`config.mk`:
```
export PLATFORM = sky130hd
export DESIGN_NAME = counter_sched_flat
export DESIGN_NICKNAME = d
export VERILOG_FILES = /design/src/rtl/counter_sched_if.sv /design/src/rtl/counter_sched.sv /design/src/flat_wrapper.sv
export SDC_FILE = /design/constraint.sdc
export NUM_CORES = 1
export LEC_CHECK = 0
export BUFFER_PORTS_ARGS = -buffer_cell sky130_fd_sc_hd__buf_2
export CAP_MARGIN = 20
export CORE_MARGIN = 3
export CORE_UTILIZATION = 48
export DETAILED_ROUTE_END_ITERATION = 12
export HOLD_SLACK_MARGIN = 0.02
export PLACE_DENSITY = 0.81
export SLEW_MARGIN = 20
export SYNTH_ARGS = -nofsm -noshare
export SYNTH_HDL_FRONTEND = slang
export SYNTH_SLANG_ARGS = --single-unit
```
`constraint.sdc`:
```
create_clock -name clk -period 2.3 [get_ports clk]
set_clock_uncertainty 0.05 [all_clocks]
set_input_delay 0.115 -clock clk [delete_from_list [all_inputs] [get_ports clk]]
set_output_delay 0.115 -clock clk [all_outputs]
set_load 0.02 [all_outputs]
```
`src/rtl/counter_sched_if.sv`:
```
// Requester-side bundle of the counter scheduler: job requests in, grant/done/result back.
interface counter_sched_if #(
    parameter int NREQ = 4
);
    logic [NREQ-1:0]   req;
    logic [8*NREQ-1:0] base_in;
    logic [8*NREQ-1:0] len_in;
    logic [NREQ-1:0]   grant;
    logic [NREQ-1:0]   done;
    logic [7:0]        result;
    logic              busy;

    modport master (
        output req, base_in, len_in,
        input  grant, done, result, busy
    );

    modport slave (
        input  req, base_in, len_in,
        output grant, done, result, busy
    );
endinterface

```
`src/rtl/counter_sched.sv`:
```
// Round-robin sharing of one 8-bit sync counter: load base, count len cycles, capture, pulse done.
// Latency: req in IDLE at t -> done at t+3+len. Requests simply wait (level req) while a job owns the counter.
module counter_sched #(
    parameter int NREQ = 4
) (
    input  logic              clk,
    input  logic              rst_n,
    counter_sched_if.slave    rq,
    output logic              ctr_rst,
    output logic              ctr_load,
    output logic              ctr_out_en,
    output logic [7:0]        ctr_base,
    input  logic [7:0]        ctr_state
);
    localparam int IDXW = (NREQ > 1) ? $clog2(NREQ) : 1;

    typedef enum logic [1:0] {IDLE, LOAD, RUN, CAPTURE} state_t;

    state_t            state_q, state_d;
    logic [IDXW-1:0]   ptr_q, win_q, pick;
    logic              found;
    logic [NREQ-1:0]   eligible, win_oh, done_q;
    logic [7:0]        len_q, base_q, result_q;
    int                j;

    // Requesters that see their own done this cycle are masked so they cannot win again immediately.
    always_comb begin
        eligible = rq.req & ~done_q;
        pick     = '0;
        found    = 1'b0;
        j        = 0;
        for (int i = 0; i < NREQ; i++) begin
            j = int'(ptr_q) + i;
            if (j >= NREQ) j = j - NREQ;
            if (!found && eligible[j]) begin
                found = 1'b1;
                pick  = IDXW'(j);
            end
        end
    end

    always_comb begin
        state_d = state_q;
        unique case (state_q)
            IDLE:    if (found) state_d = LOAD;
            LOAD:    state_d = (len_q != 8'd0) ? RUN : CAPTURE;
            RUN:     if (len_q == 8'd1) state_d = CAPTURE;
            CAPTURE: state_d = IDLE;
            default: state_d = IDLE;
        endcase
    end

    always_comb begin
        win_oh        = '0;
        win_oh[win_q] = 1'b1;
    end

    assign rq.grant   = (state_q != IDLE) ? win_oh : '0;
    assign rq.busy    = (state_q != IDLE);
    assign rq.done    = done_q;
    assign rq.result  = result_q;
    assign ctr_rst    = ~rst_n;
    assign ctr_load   = (state_q == LOAD);
    assign ctr_out_en = (state_q == CAPTURE);
    assign ctr_base   = base_q;

    always_ff @(posedge clk) begin
        if (!rst_n) begin
            state_q  <= IDLE;
            ptr_q    <= '0;
            win_q    <= '0;
            done_q   <= '0;
            len_q    <= '0;
            base_q   <= '0;
            result_q <= '0;
        end else begin
            state_q <= state_d;
            done_q  <= '0;
            case (state_q)
                IDLE: begin
                    if (found) begin
                        win_q  <= pick;
                        base_q <= rq.base_in[8*pick +: 8];
                        len_q  <= rq.len_in[8*pick +: 8];
                    end
                end
                RUN: len_q <= len_q - 8'd1;
                CAPTURE: begin
                    // ctr_state is only driven while out_en is high, i.e. in this state.
                    result_q <= ctr_state;
                    done_q   <= win_oh;
                    ptr_q    <= (win_q == IDXW'(NREQ - 1)) ? '0 : win_q + 1'b1;
                end
                default: ;
            endcase
        end
    end
endmodule

```
`src/flat_wrapper.sv`:
```
// flat-port wrapper written by rule: the top's interface ports become plain ports
module counter_sched_flat 
#(
    parameter int NREQ = 4
)
  (clk, rst_n, ctr_rst, ctr_load, ctr_out_en, ctr_base, ctr_state, rq_req, rq_base_in, rq_len_in, rq_grant, rq_done, rq_result, rq_busy);
  counter_sched_if #(.NREQ(NREQ)) rq_i ();
  input  logic clk;
  input  logic rst_n;
  output logic ctr_rst;
  output logic ctr_load;
  output logic ctr_out_en;
  output logic [7:0] ctr_base;
  input  logic [7:0] ctr_state;
  input wire logic [$bits(rq_i.req)-1:0] rq_req;
  input wire logic [$bits(rq_i.base_in)-1:0] rq_base_in;
  input wire logic [$bits(rq_i.len_in)-1:0] rq_len_in;
  output wire logic [$bits(rq_i.grant)-1:0] rq_grant;
  output wire logic [$bits(rq_i.done)-1:0] rq_done;
  output wire logic [$bits(rq_i.result)-1:0] rq_result;
  output wire logic [$bits(rq_i.busy)-1:0] rq_busy;
  assign rq_i.req = rq_req;
  assign rq_i.base_in = rq_base_in;
  assign rq_i.len_in = rq_len_in;
  assign rq_grant = rq_i.grant;
  assign rq_done = rq_i.done;
  assign rq_result = rq_i.result;
  assign rq_busy = rq_i.busy;
  counter_sched #(.NREQ(NREQ)) u_core (.clk(clk), .rst_n(rst_n), .rq(rq_i), .ctr_rst(ctr_rst), .ctr_load(ctr_load), .ctr_out_en(ctr_out_en), .ctr_base(ctr_base), .ctr_state(ctr_state));
endmodule
```
==> flow_metrics.tcl <==
set metrics [dict create \
    firstDrtPassIters 4 \
    drv_cap 0 \
    grt_usage 0.210 \
    synth_nets 345 \
    layout-drive-gt1-share 0.401 \
    die-area_um2 5770 \
    syn_area_um2 2350 \
    dieHeight_um 76.0 \
    start_util 0.518 \
    arrival_ns 2.16 \
    yosysMostFrequentCell "mux2i_1" \
    drt_iter0_markers 170 \
    io_pins 106 \
    area_growth_pct 30.5 \
    slew_headroom 0.539 \
    grt_max_degree 22 \
    cts_root_buf "clkbuf_8" \
    htree_levels 2 \
    final_antenna_net_count 0 \
    grt.overflow.total 0 \
    end_kind "flip-flop" \
    slew_viol_final 0 \
    numPortBuffers 105 \
    ys_top_cells_by_count "mux2i_1 (37), dfxtp_1 (34), nor2_1 (24)" \
    synth.top_cell.area_share 0.290 \
    period_share 0.885 \
    coreArea_um2 4530 \
    cp.required_ns 2.42 \
    status "finished clean" \
    via_count 2295 \
    vias_per_cell 5.31 \
    yosysTopAreaCell "dfxtp_1" \
    synthArstFlopShare 0 \
    cts_buffers 5 \
    post-route-drc-count 0 \
    antenna_found_initial 0 \
    post_synth_inst_count 256 \
    ys_seq_elements 34 \
    pwr_density_cell_nw_per_um2 949 \
    timing_hold_violations_final 0 \
    rsz0062_at_grt "no" \
    hp-class "input port to flip-flop" \
    multiInputGateArea_um2 1530 \
    yosys.cell_types.count 52 \
    setup_tns_ns 0 \
    synth_area_per_cell_um2 9.18 \
    clk_pin_slew_worst_paths_ns 0.07 \
    hpwl_mm 4.65 \
    diodes 0 \
    finalNetCount 455 \
    setup_viol 0 \
    cts_sinks 34 \
    totalWireLength_mm 6.06 \
    irDropWorstVdd_uv 858 \
    fillers 382 \
    fin_crit_ns 2.04 \
    power.leakage_nw 1.54 \
    worstSetupStartpointType "flip-flop" \
    clk_latency_ns 0.29 \
    grt_pass1_wl_mm 9.94 \
    grt_pass1_vias 2136 \
    ys.flop_type "dfxtp_1" \
    clock.fmax_mhz 491 \
    cts_tree "done" \
    clockBufferDepth 2 \
    finish.utilization 0.677 \
    synth_area_leaders "dfxtp_1 (29%), mux2i_1 (16%), ha_1 (5.9%), mux2_2 (4.8%), nor2_1 (3.8%)" \
    register_area_um2 681 \
    synth_edf_count 0 \
    ys_seq_area_frac 0.290 \
    wl_per_cell_um 14.0 \
    die_w_um 76.0 \
    yosysWarnings 0 \
    critical_path_class "flip-flop to flip-flop" \
    r2r_setup_slack_ns 0.26 \
    tightest_slew_ns 0.691 \
    fp-row-count 24 \
    post-cts-setup-buffers 0 \
    critPathMaxFanout 14 \
    gp_congestion 0.878 \
]
-- placed cells by master, fill, tap and decap left out, drive strengths merged, types with 2 or more instances in the layout --
master / synthesis / final
o21ai: 17 / 17
a2bb2oi: 2 / 2
mux2i: 37 / 37
a21boi: 2 / 2
o211ai: 4 / 4
mux2: 15 / 15
a221oi: 3 / 3
clkbuf: 7 / 7
o221a: 2 / 2
nor3: 2 / 2
nor3b: 3 / 3
ha: 11 / 11
dlygate4sd3: 0 / 6
and3: 4 / 4
nor2b: 8 / 8
o22ai: 2 / 2
nand3: 15 / 15
and3b: 2 / 2
nor2: 24 / 24
nand2b: 8 / 8
a31oi: 4 / 4
nand2: 7 / 7
buf: 9 / 113
dfxtp: 34 / 34
a21oi: 12 / 12
inv: 10 / 10
-- what timing repair did --
item,4_1_cts,5_1_grt
gates resized for setup,0,0
hold buffers,5,1
endpoints found under the hold margin,5,1
-- cells by family (layout without fill, tap and decap cells) --
family          Yosys count  count (layout)  share of synthesized area
compound gates           56              56                      0.188
mux                      52              52                      0.229
buf+inv                  26             137                     0.0585
fa+ha+maj                11              11                     0.0585
simple gates             77              77                      0.176
flops                    34              34                      0.290
-- critical path: stages (launching register included) --
cell	delay, ns
dfxtp_1	0.37
nor3b_2	0.33
a211oi_4	0.08
o22ai_4	0.18
buf_4	0.29
mux2_1	0.34
a2bb2oi_1	0.16
a31oi_1	0.10
-- through the flow --
| stage | hold slack [ns] | area (um2) | setup slack [ns] | std cells | total power, mW |
|---|---|---|---|---|---|
| after CTS | 0.0205 | 3060 | 0.275 | 431 | 2.91 |
| after floorplan | 0.212 | 2350 | 0.302 | 256 | 2.01 |
| after global routing | 0.0244 | 3070 | 0.0798 | 432 | 3.13 |
| final | 0.0172 | 3070 | 0.264 | 432 | 2.91 |
| after global placement | 0.297 | 2920 | 0.319 | 418 | 2.38 |
| after detailed placement | 0.309 | 2920 | 0.291 | 418 | 2.43 |
-- layout make-up --
cell class / count / area share
clock inverter: 1 / 0.00163
multi-input combinational: 196 / 0.499
sequential: 34 / 0.222
clock buffer: 7 / 0.0281
tap: 65 / 0.0265
timing repair buffer: 119 / 0.210
inverter: 10 / 0.0122
-- flip-flops by register name, indices dropped and copies added, names as in the netlist --
register	cells
u_core.ctr_base	8
u_core.len_q	8
u_core.ptr_q	2
u_core.rq.done	4
u_core.rq.result	8
u_core.state_q	2
u_core.win_q	2
-- final timing paths --
check | startpoint | to | depth (start not counted)
setup / recovery | u_core.ptr_q[0] | u_core.len_q[0] | 7
setup reg to reg | u_core.ptr_q[0] | u_core.len_q[0] | 7
hold / removal | ctr_state[6] | u_core.rq.result[6] | 3
hold reg to reg | u_core.ctr_base[7] | u_core.ctr_base[7] | 2
-- layer usage --
metal | track usage | share of wire | vias up
li1 | - | - | 1142
met1 | 0.249 | 0.41 | 1064
met2 | 0.359 | 0.51 | 77
met3 | 0.0626 | 0.065 | 12
met4 | 0.0779 | 0.019 | 0
met5 | 0 | 0 | -
-- report_power, final --
part / total [mW] / switching [mW] / internal, mW
sequential: 0.890 / 0.147 / 0.743
combinational: 1.56 / 0.884 / 0.673
clock: 0.465 / 0.223 / 0.242
(Power assumes the default switching activity.)
